<file path="config.mk">
export PLATFORM = sky130hd
export DESIGN_NAME = pattern_scan_ctrl
export DESIGN_NICKNAME = d
export VERILOG_FILES = /design/src/rtl/pattern_scan_ctrl.sv
export SDC_FILE = /design/constraint.sdc
export NUM_CORES = 1
export LEC_CHECK = 0
export CAP_MARGIN = 20
export CELL_PAD_IN_SITES_DETAIL_PLACEMENT = 0
export CELL_PAD_IN_SITES_GLOBAL_PLACEMENT = 1
export CORE_MARGIN = 1.5
export CORE_UTILIZATION = 37
export DETAILED_ROUTE_END_ITERATION = 12
export GPL_TIMING_DRIVEN = 0
export PLACE_DENSITY = 0.88
export RECOVER_POWER = 25
export SYNTH_ARGS = -nofsm -noshare
export SYNTH_HDL_FRONTEND = slang
export SYNTH_SLANG_ARGS = --single-unit
</file>
<file path="constraint.sdc">
create_clock -name clk -period 2.6 [get_ports clk]
set_input_delay 0.52 -clock clk [delete_from_list [all_inputs] [get_ports clk]]
set_output_delay 0.52 -clock clk [all_outputs]
set_load 0.01 [all_outputs]
</file>
<file path="src/rtl/pattern_scan_ctrl.sv">
`default_nettype none
// ============================================================================
// Module   : pattern_scan_ctrl
// Purpose  : Round-robin arbiter feeding an 8-bit word, MSB first, into a
//            4-bit serial pattern detector; reports match count per word.
// Revision : 1.0 - initial release
// ============================================================================
module pattern_scan_ctrl (
   input  logic       clk,
   input  logic       rst,
   input  logic       req0,
   input  logic [7:0] data0,
   input  logic       req1,
   input  logic [7:0] data1,
   input  logic [3:0] pat,
   input  logic       overlap,
   output logic       gnt0,
   output logic       gnt1,
   output logic       busy,
   output logic       x,
   output logic       y,
   output logic       done,
   output logic       owner,
   output logic [3:0] match_cnt
);

   localparam logic [1:0] S_IDLE  = 2'd0;
   localparam logic [1:0] S_SHIFT = 2'd1;
   localparam logic [1:0] S_DONE  = 2'd2;

   logic [1:0] r_state;
   logic [1:0] w_next;

   logic [7:0] r_word;
   logic [3:0] r_pat;
   logic       r_ovl;
   logic [3:0] r_hist;
   logic [2:0] r_idx;
   logic [1:0] r_win;
   logic       r_last;
   logic       r_gnt0;
   logic       r_gnt1;
   logic       r_y;
   logic       r_done;
   logic       r_owner;
   logic [3:0] r_cnt;

   logic       w_any;
   logic       w_winner;
   logic       w_busy;
   logic       w_x;
   logic [3:0] w_window;
   logic       w_match;

   assign w_any    = req0 | req1;
   // On a tie the requester not served last wins; otherwise whoever asks.
   assign w_winner = (req0 & req1) ? ~r_last : req1;
   assign w_window = {r_hist[2:0], w_x};
   // r_win saturates at 3: three bits already in the window plus the current one.
   assign w_match  = (r_state == S_SHIFT) && (r_win == 2'd3) && (w_window == r_pat);

   always_ff @(posedge clk) begin
      if (rst) begin
         r_state <= S_IDLE;
      end else begin
         r_state <= w_next;
      end
   end

   always_comb begin
      w_next = r_state;
      case (r_state)
         S_IDLE:  if (w_any) w_next = S_SHIFT;
         S_SHIFT: if (r_idx == 3'd7) w_next = S_DONE;
         S_DONE:  w_next = S_IDLE;
         default: w_next = S_IDLE;
      endcase
   end

   always_comb begin
      w_busy = 1'b0;
      w_x    = 1'b0;
      case (r_state)
         S_SHIFT: begin
            w_busy = 1'b1;
            w_x    = r_word[3'd7 - r_idx];
         end
         S_DONE:  w_busy = 1'b1;
         default: begin
            w_busy = 1'b0;
            w_x    = 1'b0;
         end
      endcase
   end

   always_ff @(posedge clk) begin
      if (rst) begin
         r_word  <= 8'd0;
         r_pat   <= 4'd0;
         r_ovl   <= 1'b0;
         r_hist  <= 4'd0;
         r_idx   <= 3'd0;
         r_win   <= 2'd0;
         r_last  <= 1'b1;
         r_gnt0  <= 1'b0;
         r_gnt1  <= 1'b0;
         r_y     <= 1'b0;
         r_done  <= 1'b0;
         r_owner <= 1'b0;
         r_cnt   <= 4'd0;
      end else begin
         r_gnt0 <= 1'b0;
         r_gnt1 <= 1'b0;
         r_y    <= 1'b0;
         r_done <= 1'b0;
         case (r_state)
            S_IDLE: begin
               if (w_any) begin
                  r_gnt0  <= ~w_winner;
                  r_gnt1  <= w_winner;
                  r_word  <= w_winner ? data1 : data0;
                  r_pat   <= pat;
                  r_ovl   <= overlap;
                  r_owner <= w_winner;
                  r_last  <= w_winner;
                  r_cnt   <= 4'd0;
                  r_hist  <= 4'd0;
                  r_idx   <= 3'd0;
                  r_win   <= 2'd0;
               end
            end
            S_SHIFT: begin
               r_idx <= r_idx + 3'd1;
               if (w_match && !r_ovl) begin
                  r_hist <= 4'd0;
                  r_win  <= 2'd0;
               end else begin
                  r_hist <= w_window;
                  r_win  <= (r_win == 2'd3) ? 2'd3 : r_win + 2'd1;
               end
               if (w_match) begin
                  r_y <= 1'b1;
                  if (r_cnt != 4'hF) r_cnt <= r_cnt + 4'd1;
               end
            end
            // done is registered from DONE, so it pulses in the cycle after DONE.
            S_DONE: r_done <= 1'b1;
            default: begin
               r_done <= 1'b0;
            end
         endcase
      end
   end

   assign gnt0      = r_gnt0;
   assign gnt1      = r_gnt1;
   assign busy      = w_busy;
   assign x         = w_x;
   assign y         = r_y;
   assign done      = r_done;
   assign owner     = r_owner;
   assign match_cnt = r_cnt;

endmodule
`default_nettype wire

</file>
==> flow_summary.json <==
{
  "total_area_of_sequential_cells_um2": 662,
  "netlist_instances": 165,
  "buffers_added_on_ports": 35,
  "area_of_the_die_mm2": 0.00457,
  "global_route_wire_length_before_repair_mm": 5.64,
  "slew-limit-headroom_pct": 60.9,
  "numClockSinks": 33,
  "floorplan.io_pins": 36,
  "grtUsageTotal_pct": 17.0,
  "critical_path.max_stage_delay_ns": 0.60,
  "setup_viol_count_final": 0,
  "hpwl_mm": 2.28,
  "fraction_of_post_synthesis_cell_area_in_the_top_cell_type_by_area_pct": 42.8,
  "grt_max_degree": 12,
  "initial_core_util_pct": 38.6,
  "leakagePower_nw": 0.790,
  "cp-end-kind": "output pin",
  "critical_path_arrival_ns": 2.01,
  "place.gp.congestion": 0.784,
  "post-place-ws_ns": -0.0102,
  "max-cap-violations": 0,
  "hold_path_class": "reg2reg",
  "pwr_density_cell_mw_per_mm2": 629,
  "synth_warnings": 0,
  "detail_route.wl_per_cell_um": 12.5,
  "worstSkewPairLatency_ns": 0.29,
  "postSynthNetCount": 196,
  "clock_pin_slew_of_the_registers_on_the_worst_case_setup_and_hold_paths_ns": 0.07,
  "yosysMostFrequentCell": "dfxtp_1",
  "dieHeight_um": 67.6,
  "die_x_um": 67.6,
  "synthFlopType": "dfxtp_1",
  "dr_total_vias": 1325,
  "synth_seq_area_share_pct": 42.8,
  "layout_worst_path_cycle_share_pct": 97.4,
  "timing.final.crit_period_ns": 2.53,
  "timing.final.max_slew_violations": 0,
  "status": "completed",
  "diodes_inserted": 0,
  "vias_in_the_first_global_route": 1272,
  "start_kind": "flip-flop",
  "dp.cells": 250,
  "power_mw": 1.31,
  "holdBufCountCts": 0,
  "ctsHtreeMaxLevel": 2,
  "synthesized_flop_and_latch_total": 33,
  "vdd_ir_drop_max_uv": 316,
  "rsz_0062_raised_after_global_routing": "false",
  "critPathBufInv": 1,
  "crit_path_cell_trace": "mux4_1 -> mux2i_4 -> nor2_1 -> clkdlybuf4s50_1",
  "area_growth_pct": 34.6,
  "finish.utilization_pct": 52.0,
  "crit_required_ns": 2.08,
  "hold_violations": 0,
  "layout_setup_ws_ns": 0.0667,
  "coreArea_mm2": 0.00400,
  "net_count_of_the_finished_layout": 237,
  "cts_buffers": 5,
  "cp_slowest_cell": "mux4_1",
  "synth_area_per_cell_um2": 9.36,
  "finalWirelength_mm": 3.20,
  "detail_route.iter0.violations": 87,
  "cp_top_family": "multiplexers",
  "synth-async-reset-ratio_pct": 0,
  "antenna_found_initial": 0,
  "synth_enable_flop_cells": 0,
  "combined_area_of_all_synthesized_cells_mm2": 0.00154,
  "detail_route.vias_per_cell": 5.16,
  "final_antenna_net_count": 0,
  "final_cells": 257,
  "clock_tree.buffer_depth": 2,
  "finish.instance_area_mm2": 0.00208,
  "timing.hold.ws_ns": 0.467,
  "area_of_the_multi_input_gates_um2": 835,
  "layout-drive-gt1-share_pct": 8.21,
  "timing.setup.critical_path_class": "reg2out",
  "gr-total-overflow": 0,
  "tritoncts_clock_tree": "yes",
  "synth.distinct_cells": 38,
  "post_synthesis_cell_type_with_the_largest_combined_area": "dfxtp_1",
  "cts.root.buffer_cell": "clkbuf_8",
  "worst-path-max-fanout": 5,
  "synthTopCellsByArea": "dfxtp_1 (43%), mux2i_1 (5.2%), a211oi_1 (4.9%), ha_1 (4.9%), nor2_1 (4.1%)",
  "post_synth_most_frequent_cells": "dfxtp_1 (33), nor2_1 (17), nand2_1 (16)",
  "detail_route.drc_violations": 0,
  "layout.filler_cells": 387,
  "first_pass_drt_iterations": 4,
  "max_slew.worst_pin.slew_ns": 0.583,
  "worst_clock_skew_ns": 0.00591,
  "maxClockFrequency_ghz": 0.395,
  "tns_ns": 0,
  "placementRows": 23,
  "postPlaceCellArea_mm2": 0.00196
}
[repair_timing]
action	CTS	global route
endpoints found under the setup margin	1	6
gates resized for setup	1	3
buffers inserted	1	0
[cells in the final DEF (no fill, tap or decap), drive strengths merged, types with 2 or more instances in the layout]
| cell type | Yosys | routed |
|---|---|---|
| a32oi | 2 | 2 |
| dlygate4sd3 | 0 | 9 |
| dfxtp | 33 | 33 |
| inv | 4 | 4 |
| a21oi | 11 | 11 |
| or3b | 2 | 2 |
| clkdlybuf4s50 | 0 | 26 |
| nor2 | 17 | 17 |
| mux4 | 2 | 2 |
| o21a | 2 | 2 |
| a22o | 4 | 4 |
| mux2i | 9 | 9 |
| nor4 | 3 | 3 |
| nor3b | 2 | 2 |
| o21ai | 5 | 5 |
| a211oi | 10 | 10 |
| nand3 | 5 | 5 |
| clkbuf | 9 | 13 |
| ha | 6 | 6 |
| a31oi | 2 | 2 |
| xor2 | 4 | 4 |
| nand2 | 16 | 16 |
| a21boi | 2 | 2 |
| nor3 | 2 | 2 |
[registers in the layout, summed over array words and instances (netlist names)]
name and flops:
done 1, gnt0 1, gnt1 1, match_cnt 4, owner 1, r_hist 3, r_idx 3, r_last 1
r_ovl 1, r_pat 4, r_state 2, r_win 2, r_word 8, y 1
[cell families (layout without fill, tap and decap cells)]
kind of cell / count (synthesis) / after routing / synth area share (%)
multiplexers: 11 / 11 / 10.0
buffers and inverters: 13 / 55 / 3.16
AND/OR/NAND/NOR: 52 / 52 / 15.7
AO/OA/AOI/OAI: 45 / 45 / 20.1
XOR/XNOR: 5 / 5 / 3.32
flip-flops: 33 / 33 / 42.8
adder cells (fa/ha/maj): 6 / 6 / 4.86
[final cells by class]
cell class | instances | share of cell area, %
multi-input cells | 119 | 40.2
flip-flops and latches | 33 | 31.8
plain buffers | 7 | 1.26
repair buffers | 36 | 17.2
inverters | 4 | 0.722
clock inverters | 2 | 1.81
clock buffers | 6 | 3.97
well taps | 50 | 3.01
[final timing paths]
check	from	end	slack (ns)	cells after the start
max reg2reg	r_state[0]	match_cnt[2]	0.27	7
min reg2reg	r_ovl	r_ovl	0.47	2
max	r_idx[0]	x	0.07	4
min	r_ovl	r_ovl	0.47	2
[power breakdown]
group	switching, mW	total [mW]	leakage (nW)	internal, mW
clock	0.202	0.514	0.0574	0.312
combinational	0.120	0.232	0.461	0.111
sequential	0.0227	0.562	0.271	0.539
[per-layer routing]
metal / part of all wire (%) / GRT usage (%) / vias up / routed length (um)
met1: 47 / 20.5 / 591 / 1510
met5: 0 / 0 / - / 0
met4: 2.0 / 8.42 / 0 / 64
li1: - / - / 687 / -
met2: 46 / 27.7 / 40 / 1460
met3: 5.1 / 4.50 / 7 / 164
[tightest hold or removal path, cell delays in order, from the launching register on]
cell and delay (ns):
dfxtp_1 0.32, nand2_1 0.05, a21oi_1 0.05
Power figures use the tool's default switching activity.
